### config.mk
export PLATFORM = sky130hd
export DESIGN_NAME = spi_tx_responder
export DESIGN_NICKNAME = d
export VERILOG_FILES = /design/src/rtl/spi_tx_responder.sv
export SDC_FILE = /design/constraint.sdc
export NUM_CORES = 1
export LEC_CHECK = 0
export ABC_AREA = 1
export CAP_MARGIN = 5
export CELL_PAD_IN_SITES_DETAIL_PLACEMENT = 1
export CELL_PAD_IN_SITES_GLOBAL_PLACEMENT = 1
export CORE_ASPECT_RATIO = 1.5
export CORE_UTILIZATION = 43
export DETAILED_ROUTE_END_ITERATION = 10
export PLACE_DENSITY_LB_ADDON = 0.1
export SYNTH_ARGS = -nofsm -noshare
export SYNTH_HDL_FRONTEND = slang
export SYNTH_SLANG_ARGS = --single-unit
### constraint.sdc
create_clock -name i_clk -period 4 [get_ports i_clk]
set_clock_uncertainty 0.1 [all_clocks]
set_input_delay 1 -clock i_clk [delete_from_list [all_inputs] [get_ports i_clk]]
set_output_delay 1 -clock i_clk [all_outputs]
set_load 0.02 [all_outputs]
### src/rtl/spi_tx_responder.sv
// Purpose : SPI mode-0 peripheral transmitter; shifts one WIDTH-bit status word MSB-first on o_sdo per cs frame.
// Latency : first bit on o_sdo SYNC_STAGES+1 clk after pin cs rises; each later bit 1 clk after the synchronized sck fall.
// Backpr. : one-entry holding buffer; o_tx_ready low while full or in S_WAIT; a full buffer is never overwritten.
//
// Ports:
//   i_clk        system clock (f_clk >= 8*f_sck)
//   i_reset      synchronous, active-high reset
//   i_sck        SPI clock from the MCU (asynchronous)
//   i_cs         chip select from the MCU, active-high (asynchronous)
//   o_sdo        serial data to the MCU (MISO); 0 outside a frame
//   i_tx_data    word to send in a later frame
//   i_tx_valid   i_tx_data valid
//   o_tx_ready   holding buffer can accept; transfer on i_tx_valid && o_tx_ready at posedge
//   o_busy       frame in progress (S_SHIFT)
//   o_done       one-cycle pulse at frame end
//   o_frame_err  qualified by o_done: underrun, or sample-edge count != WIDTH
module spi_tx_responder #(
    parameter int   WIDTH       = 8,
    parameter int   SYNC_STAGES = 2,
    parameter logic FILL        = 1'b0
) (
    input  logic             i_clk,
    input  logic             i_reset,
    input  logic             i_sck,
    input  logic             i_cs,
    output logic             o_sdo,
    input  logic [WIDTH-1:0] i_tx_data,
    input  logic             i_tx_valid,
    output logic             o_tx_ready,
    output logic             o_busy,
    output logic             o_done,
    output logic             o_frame_err
);

    // Count saturates at WIDTH+1 so that any overrun stays distinguishable
    // from a correct frame.
    localparam int CNT_W   = $clog2(WIDTH + 2);
    localparam int PRIME_W = $clog2(SYNC_STAGES + 1);

    typedef enum logic [1:0] {
        S_WAIT,
        S_IDLE,
        S_SHIFT,
        S_DONE
    } state_t;

    state_t r_state;
    state_t w_state_nxt;

    // ------------------------------------------------------------------
    // Synchronizers and edge detection
    // ------------------------------------------------------------------
    logic [SYNC_STAGES-1:0] r_sck_sync;
    logic [SYNC_STAGES-1:0] r_cs_sync;
    logic                   r_sck_d;
    logic                   r_cs_d;
    logic                   w_sck_s;
    logic                   w_cs_s;
    logic                   w_sck_rise;
    logic                   w_sck_fall;
    logic                   w_cs_rise;
    logic                   w_cs_fall;

    always_ff @(posedge i_clk) begin
        if (i_reset) begin
            r_sck_sync <= '0;
            r_cs_sync  <= '0;
            r_sck_d    <= 1'b0;
            r_cs_d     <= 1'b0;
        end else begin
            r_sck_sync <= {r_sck_sync[SYNC_STAGES-2:0], i_sck};
            r_cs_sync  <= {r_cs_sync[SYNC_STAGES-2:0], i_cs};
            r_sck_d    <= r_sck_sync[SYNC_STAGES-1];
            r_cs_d     <= r_cs_sync[SYNC_STAGES-1];
        end
    end

    assign w_sck_s    = r_sck_sync[SYNC_STAGES-1];
    assign w_cs_s     = r_cs_sync[SYNC_STAGES-1];
    assign w_sck_rise = w_sck_s & ~r_sck_d;
    assign w_sck_fall = ~w_sck_s & r_sck_d;
    assign w_cs_rise  = w_cs_s & ~r_cs_d;
    assign w_cs_fall  = ~w_cs_s & r_cs_d;

    // ------------------------------------------------------------------
    // Synchronizer priming. The sync flops come out of reset at 0, so
    // for SYNC_STAGES cycles cs_s reads low even if the pin is high.
    // S_WAIT must not trust cs_s until the chain holds real pin samples,
    // otherwise a frame already in progress at reset would look like a
    // fresh cs rise.
    // ------------------------------------------------------------------
    logic [PRIME_W-1:0] r_prime;
    logic               w_primed;

    always_ff @(posedge i_clk) begin
        if (i_reset) begin
            r_prime <= '0;
        end else if (r_prime != PRIME_W'(SYNC_STAGES)) begin
            r_prime <= r_prime + 1'b1;
        end
    end

    assign w_primed = (r_prime == PRIME_W'(SYNC_STAGES));

    // ------------------------------------------------------------------
    // Frame control FSM
    // ------------------------------------------------------------------
    logic             r_cs_pend;
    logic             w_start;
    logic             w_cnt_inc;
    logic             w_shift;
    logic [WIDTH-1:0] r_shreg;
    logic [CNT_W-1:0] r_cnt;
    logic             r_underrun;
    logic [WIDTH-1:0] r_buf;
    logic             r_buf_full;
    logic             w_accept;
    logic             w_load;

    always_ff @(posedge i_clk) begin
        if (i_reset) begin
            r_state <= S_WAIT;
        end else begin
            r_state <= w_state_nxt;
        end
    end

    always_comb begin
        w_state_nxt = r_state;
        w_start     = 1'b0;
        w_cnt_inc   = 1'b0;
        w_shift     = 1'b0;
        o_busy      = 1'b0;
        o_done      = 1'b0;
        o_frame_err = 1'b0;
        o_sdo       = 1'b0;
        o_tx_ready  = 1'b0;

        case (r_state)
            S_WAIT: begin
                if (w_primed && !w_cs_s) begin
                    w_state_nxt = S_IDLE;
                end
            end
            S_IDLE: begin
                o_tx_ready = ~r_buf_full;
                if (w_cs_rise || r_cs_pend) begin
                    w_start     = 1'b1;
                    w_state_nxt = S_SHIFT;
                end
            end
            S_SHIFT: begin
                o_tx_ready = ~r_buf_full;
                o_busy     = 1'b1;
                o_sdo      = r_shreg[WIDTH-1];
                // cs fall ends the frame; an sck edge landing in the same
                // cycle is deliberately dropped.
                if (w_cs_fall) begin
                    w_state_nxt = S_DONE;
                end else begin
                    w_cnt_inc = w_sck_rise;
                    w_shift   = w_sck_fall;
                end
            end
            S_DONE: begin
                o_tx_ready  = ~r_buf_full;
                o_done      = 1'b1;
                o_frame_err = r_underrun | (r_cnt != CNT_W'(WIDTH));
                w_state_nxt = S_IDLE;
            end
            default: begin
                w_state_nxt = S_WAIT;
            end
        endcase
    end

    // A cs rise seen during S_DONE has already left the edge detector by
    // the time S_IDLE runs; remember it for exactly one cycle.
    always_ff @(posedge i_clk) begin
        if (i_reset) begin
            r_cs_pend <= 1'b0;
        end else begin
            r_cs_pend <= (r_state == S_DONE) && w_cs_rise;
        end
    end

    // ------------------------------------------------------------------
    // Holding buffer. Accept only when empty; a frame start drains it.
    // Accept and drain are mutually exclusive (empty vs. full), so a word
    // offered in the cs-rise cycle of an underrun frame lands in the
    // buffer for the next frame rather than joining the current one.
    // ------------------------------------------------------------------
    assign w_accept = i_tx_valid & o_tx_ready;
    assign w_load   = w_start & r_buf_full;

    always_ff @(posedge i_clk) begin
        if (i_reset) begin
            r_buf_full <= 1'b0;
            r_buf      <= '0;
        end else if (w_accept) begin
            r_buf_full <= 1'b1;
            r_buf      <= i_tx_data;
        end else if (w_load) begin
            r_buf_full <= 1'b0;
        end
    end

    // ------------------------------------------------------------------
    // Shift register and sample-edge counter
    // ------------------------------------------------------------------
    always_ff @(posedge i_clk) begin
        if (i_reset) begin
            r_shreg    <= {WIDTH{FILL}};
            r_cnt      <= '0;
            r_underrun <= 1'b0;
        end else if (w_start) begin
            r_shreg    <= r_buf_full ? r_buf : {WIDTH{FILL}};
            r_underrun <= ~r_buf_full;
            r_cnt      <= '0;
        end else begin
            // MCU samples on sck rise; the next bit is presented on sck fall.
            if (w_shift) begin
                r_shreg <= {r_shreg[WIDTH-2:0], FILL};
            end
            if (w_cnt_inc && (r_cnt != CNT_W'(WIDTH + 1))) begin
                r_cnt <= r_cnt + 1'b1;
            end
        end
    end

endmodule
==> reports/summary.md, run 1 <==
- complete, no violations — outcome
- 0 — number of enable flip-flop cells after synthesis
- 504 mW/mm^2 — power per unit of standard cell area
- 43.9% — share of synthesized area occupied by flip-flops and latches
- 2440 um — post-detailed-placement half-perimeter wirelength
- reg2reg — HP Class
- 240 — net total in the final layout
- 432 — filler cell count in the final layout
- 2 — worst-case clock buffer depth
- 7.34% — share of post-route cells with drive strength above 1
- 0 — Yosys Warn Count
- 4 — Initial DRT Pass Iterations
- 2880 ps — Min Clock Period, post-route
- 72.0% — final clock period utilization by the worst path
- sky130_fd_sc_hd__dfxtp_1 — biggest area consumer among synthesized cells
- 4 — Iter 0 DRT Violations
- 315 ps — final hold slack
- 2 — H-tree levels
- 0 — Maximum Capacitance Violations
- 43.9% — area share of the largest cell type after synthesis
- 0 — post-CTS resize count
- primary output — endpoint kind of the worst setup timing path
- 74.4 um — Chip Height
- 0 — post-route antenna net violation count
- 509 ps — Least-Margin Pin Slew
- 0 — number of antenna violations at the first check in global routing
- 199 — number of standard cells after synthesis
- 5 — Max FO, Critical Path
- 0 — Remaining Overflow, GRT
- 0.751 — final weighted congestion in routability-driven placement
- 12.5 um — Routed WL per cell
- 4.87 — via count normalized by instance count
- sky130_fd_sc_hd__clkbuf_8 — Clk Tree Root Cell
- 0% — async set or reset register ratio after synthesis
- 688 sq um — total area of multi-input combinational cells
- 0 — Post-route DRC
- sky130_fd_sc_hd__dfxtp_1 44%, sky130_fd_sc_hd__nor2_1 8.5%, sky130_fd_sc_hd__ha_1 7.5% — main area contributors after synthesis
- 1257 — via count of the routed design
- 34 x sky130_fd_sc_hd__nor2_1, 33 x sky130_fd_sc_hd__dfxtp_1, 30 x sky130_fd_sc_hd__inv_1, 29 x sky130_fd_sc_hd__nand2_1, 17 x sky130_fd_sc_hd__clkdlybuf4s50_1 — commonest cells after routing, fill and taps aside
- 60 ps — clock transition time at the flip-flop clock pins of the worst setup and hold paths
- 17.9% — area added between synthesis and finish
- reg2out — category of the critical setup timing path
- 0 — final max-slew violation count
- 0.00325 sq mm — area of the core
- 0.00150 sq mm — Syn Std Cell Area
- 5640 um — global-route wire length before repair
- 5 — number of buffers inserted during clock tree synthesis
- 19 — largest net degree at the start of global routing
- 2900 ps — required time at the endpoint of the critical path
- 1780 ps — signal arrival time at the worst endpoint
- 50.3 um — die extent in x
- 1308 — number of global-route vias before repair
- 280 ps — source-to-sink clock delay at the later pin of the worst-skew pair
- 18 — number of I/O pins
- 0 — n_diodes
- 0.00169 sq mm — instance area at placement
- 17 — number of buffers inserted by port buffering
- 0.00374 sq mm — die outline area
- 33 — CTS sink cnt
- 0 ps — Sum Neg Setup Slack
- 0 — Hold Buf Count CTS
- 0.00177 sq mm — post-route standard cell area excluding fillers
- false — unrepaired setup endpoints after global routing
- flop — category of the worst setup path launch point
- 0 — final-report hold violation count
- sky130_fd_sc_hd__dfxtp_1 — most used flip-flop cell after synthesis
- 20.7% — combined global-route utilization of all metal layers
- 54.5% — final core utilization
- 0 — # Post-CTS Setup Buffers
- 3230 um — drt total wl
- 0.713 nW — leakage power
- sky130_fd_sc_hd__nor2_1 — leading cell type in the layout, fill and taps excluded
- 25 — row count
- 26 — post-synthesis cell type count
- 7.56 sq um — post-synthesis area per instance
- 0 — setup violation total in the final timing report
- 347 MHz — peak clock frequency supported by timing
- 661 sq um — Register Area
- 66.0% — Slew Limit Headroom
- 33 — number of storage elements in the synthesis netlist
- 221 — net count of the mapped netlist
- 0.294 mV — Worst VDD drop
- 46.2% — starting density of the core
- yes — TritonCTS clock tree
==> per-stage QoR <==
stage | setup WS, ps | total power [W] | cells
6_report | 1120 | 0.000894 | 258
2_1_floorplan | 1780 | 0.000579 | 199
5_1_grt | 978 | 0.000964 | 258
3_5_place_dp | 1130 | 0.000655 | 251
3_3_place_gp | 1210 | 0.000640 | 251
4_1_cts | 1090 | 0.000912 | 258
==> routing by layer <==
layer	routed length, um	GRT usage [%]
met1	1390	21.4
met2	1690	37.5
met3	84	5.73
met4	62	11.1
met5	0	0
==> critical path: stages, from the launching register on <==
cell and delay [ps]:
sky130_fd_sc_hd__dfxtp_1 400, sky130_fd_sc_hd__inv_1 80, sky130_fd_sc_hd__ha_1 200, sky130_fd_sc_hd__a41oi_1 200, sky130_fd_sc_hd__clkdlybuf4s50_1 620
==> power breakdown <==
part	switching, W	internal, W
Clock	0.000114	0.000136
Sequential	0.0000286	0.000381
Combinational	0.000145	0.0000889
Total	0.000288	0.000606
==> flip-flops by register name (all words and copies together) (netlist names), 2 cells and up <==
name        flops
r_buf           8
r_cnt           4
r_cs_sync       2
r_prime         2
r_sck_sync      2
r_shreg         8
r_state         2
==> area by class of cell <==
| type | count | share of cell area [%] |
|---|---|---|
| timing repair buffer | 17 | 9.60 |
| tap | 40 | 2.82 |
| inverter | 31 | 6.63 |
| multi-input combinational | 130 | 38.8 |
| clock buffer | 7 | 4.87 |
| sequential | 33 | 37.3 |
==> cell usage after synthesis, drive strengths merged, types with 5 or more instances <==
cell and n:
dfxtp 33, nor2 36, ha 9, o21ai 21, a21oi 11, nand3 8, inv 30, buf 5
nand2 34, nor3 5
==> worst paths after layout <==
| check | slack (ps) | start | cells after the start | endpoint |
|---|---|---|---|---|
| worst min register to register | 310 | r_cs_sync[0]$_SDFF_PP0_ | 2 | r_cs_sync[1]$_SDFF_PP0_ |
| worst max register to register | 2330 | r_state[1]$_SDFFE_PP0P_ | 7 | r_shreg[0]$_SDFFE_PP0P_ |
| worst min-delay path | 310 | r_cs_sync[0]$_SDFF_PP0_ | 2 | r_cs_sync[1]$_SDFF_PP0_ |
| worst max-delay path | 1120 | r_cnt[0]$_SDFFE_PP0P_ | 4 | o_frame_err |
==> cells by family (layout without fill, tap and decap cells) <==
kind of cell	count (synthesis)	in the layout	share of synthesized area [%]
AND/OR/NAND/NOR	84	84	24.7
AO/OA/AOI/OAI	35	35	12.4
XOR/XNOR	2	2	1.16
adder cells (fa/ha/maj)	9	9	7.49
buffers and inverters	36	55	10.3
flip-flops	33	33	43.9
(Power assumes the default switching activity.)
==> run 2: changes to the inputs <==
--- a/config.mk
+++ b/config.mk
@@ -10,7 +10,7 @@
 export CELL_PAD_IN_SITES_DETAIL_PLACEMENT = 1
 export CELL_PAD_IN_SITES_GLOBAL_PLACEMENT = 1
 export CORE_ASPECT_RATIO = 1.5
-export CORE_UTILIZATION = 43
+export CORE_UTILIZATION = 40
 export DETAILED_ROUTE_END_ITERATION = 10
 export PLACE_DENSITY_LB_ADDON = 0.1
 export SYNTH_ARGS = -nofsm -noshare
==> constraint.sdc (replaced) <==
create_clock -name i_clk -period 2.67 [get_ports i_clk]
set_clock_uncertainty 0.1 [all_clocks]
set_input_delay 0.6675 -clock i_clk [delete_from_list [all_inputs] [get_ports i_clk]]
set_output_delay 0.6675 -clock i_clk [all_outputs]
set_load 0.02 [all_outputs]
==> run 2 against run 1 <==
  * Sequential power up 50%
  * Non-clock buffer count increased by 2
  * Total power is 46% higher
  * Clock-buffer cell count down 2
  * Die area rose by 7.3%
  * Register-to-register slack lost 1300 ps
  * Global-route usage is 2.1 points lower
  * Clock power rose by 35%
  * Sequential share of layout area shrank 0.10 points
  * Worst setup slack lost 1000 ps
  * Wire length grew 0.28%
  * Critical endpoint unchanged
  * Largest power group unchanged
  * Highest routed layer unchanged
==> reports/summary.md, run 2 (synthesis results as in run 1) <==
- 0 — post-CTS resize count
- 5 — number of buffers inserted during clock tree synthesis
- 0.00351 sq mm — area of the core
- reg2reg — HP Class
- 3240 um — drt total wl
- 97.1% — final clock period utilization by the worst path
- 77.9 ps — Final Worst Setup Slack
- 2590 ps — Min Clock Period, post-route
- 242 — net total in the final layout
- 0.000431 W — Switch Pwr
- 372 ps — post-placement setup slack
- 0.00170 sq mm — instance area at placement
- 0 — final-report hold violation count
- 0 — Maximum Capacitance Violations
- 0 — # Post-CTS Setup Buffers
- 386 MHz — peak clock frequency supported by timing
- 32.9% — Net Sw Frac
- 8.22% — share of post-route cells with drive strength above 1
- 0 — post-route antenna net violation count
- 18.2% — area added between synthesis and finish
- complete, no violations — outcome
- 4.92 — via count normalized by instance count
- 1020 ps — reg2reg setup slack
- 373 ps — Least-Margin Pin Slew
- sky130_fd_sc_hd__clkbuf_8 — Clk Tree Root Cell
- 46.9% — sequential share of power
- 1283 — via count of the routed design
- reg2out — category of the critical setup timing path
- sky130_fd_sc_hd__clkdlybuf4s50_1 — CP max stage cell
- 0 — number of antenna violations at the first check in global routing
- 12.4 um — Routed WL per cell
- 27.2% — combinational power share
- 0 — Post-route DRC
- 0.00178 sq mm — post-route standard cell area excluding fillers
- 52.1 um — die extent in x
- 313 ps — final hold slack
- r_buf (8), r_shreg (8), r_cnt (4) — leading registers by flop count
- sky130_fd_sc_hd__nor2_1 — leading cell type in the layout, fill and taps excluded
- 19 — largest net degree at the start of global routing
- 0 ps — Sum Neg Setup Slack
- flop — category of the worst setup path launch point
- 75.1% — Slew Limit Headroom
- 0.718 nW — leakage power
- 1315 — number of global-route vias before repair
- 18 — number of I/O pins
- 1820 ps — signal arrival time at the worst endpoint
- 2 — worst-case clock buffer depth
- 50.6% — final core utilization
- 25.9% — clock share of power
- 60 ps — clock transition time at the flip-flop clock pins of the worst setup and hold paths
- 2 — Buffers & Inverters on Critical Path
- primary output — endpoint kind of the worst setup timing path
- 0 — setup violation total in the final timing report
- 0.00401 sq mm — die outline area
- 1900 ps — required time at the endpoint of the critical path
- yes — TritonCTS clock tree
- 0.733 — final weighted congestion in routability-driven placement
- 2520 um — post-detailed-placement half-perimeter wirelength
- buffers and inverters — dominant delay contributor by cell family on the critical path
- 0.000877 W — total internal power
- 17 — number of buffers inserted by port buffering
- 0 — final max-slew violation count
- 26 — row count
- 42.8% — starting density of the core
- 34 x sky130_fd_sc_hd__nor2_1, 33 x sky130_fd_sc_hd__dfxtp_1, 30 x sky130_fd_sc_hd__inv_1, 29 x sky130_fd_sc_hd__nand2_1, 17 x sky130_fd_sc_hd__clkdlybuf4s50_1 — commonest cells after routing, fill and taps aside
- 5 — Max FO, Critical Path
- 0 — n_diodes
- 4 — Initial DRT Pass Iterations
- 0 — Remaining Overflow, GRT
- 0 — Hold Buf Count CTS
- 736 mW/mm^2 — power per unit of standard cell area
- 0.380 mV — Worst VDD drop
- false — unrepaired setup endpoints after global routing
- 33 — CTS sink cnt
- 630 ps — biggest cell delay along the critical path
- 18.6% — combined global-route utilization of all metal layers
- 5520 um — global-route wire length before repair
- 77.1 um — Chip Height
- 11 — Iter 0 DRT Violations
- 2 — H-tree levels
- 280 ps — source-to-sink clock delay at the later pin of the worst-skew pair
- inv_1 > ha_1 > a41oi_1 > clkdlybuf4s50_1 — critical path, cell by cell
==> run 2: area by class of cell <==
| class | count | area, sq um |
|---|---|---|
| Inverter | 31 | 118 |
| Clock buffer | 5 | 68.8 |
| Timing Repair Buffer | 19 | 185 |
| Fill cell | 452 | 1740 |
| Multi-Input combinational cell | 130 | 688 |
| Clock inverter | 1 | 5.00 |
| Sequential cell | 33 | 661 |
| Tap cell | 42 | 52.6 |
==> run 2: power groups by stage <==
stage               clock network [W]  registers (W)  logic [W]
global placement                    0       0.000620   0.000340
global route                 0.000374       0.000624   0.000406
finish                       0.000338       0.000614   0.000356
detailed placement                  0       0.000625   0.000355
floorplan                           0       0.000612   0.000256
CTS                          0.000352       0.000614   0.000364
==> run 2: per-layer routing <==
metal,routed length [um],vias to the layer above,track usage (%)
li1,-,660,-
met1,1340,597,19.2
met2,1740,19,33.2
met3,91,7,5.36
met4,61,0,8.11
met5,0,-,0
==> run 2: worst paths after layout <==
path                           start                       to  cells after the start
max            r_cnt[0]$_SDFFE_PP0P_              o_frame_err                      4
min          r_cs_sync[0]$_SDFF_PP0_  r_cs_sync[1]$_SDFF_PP0_                      2
max reg2reg  r_state[1]$_SDFFE_PP0P_  r_shreg[7]$_SDFFE_PP0P_                      7
min reg2reg  r_cs_sync[0]$_SDFF_PP0_  r_cs_sync[1]$_SDFF_PP0_                      2
==> run 2: per-stage QoR <==
step | total power, W | std cells
2_1_floorplan | 0.000867 | 199
3_3_place_gp | 0.000960 | 255
3_5_place_dp | 0.000980 | 255
4_1_cts | 0.00133 | 261
5_1_grt | 0.00140 | 261
6_report | 0.00131 | 261
==> run 2: worst reg2reg max path: stages (launching register included) <==
cell	delay, ps
sky130_fd_sc_hd__dfxtp_1	340
sky130_fd_sc_hd__inv_1	120
sky130_fd_sc_hd__ha_1	260
sky130_fd_sc_hd__nand2_4	170
sky130_fd_sc_hd__nand2_2	240
sky130_fd_sc_hd__inv_1	110
sky130_fd_sc_hd__nor2_1	150
sky130_fd_sc_hd__nor2_1	50
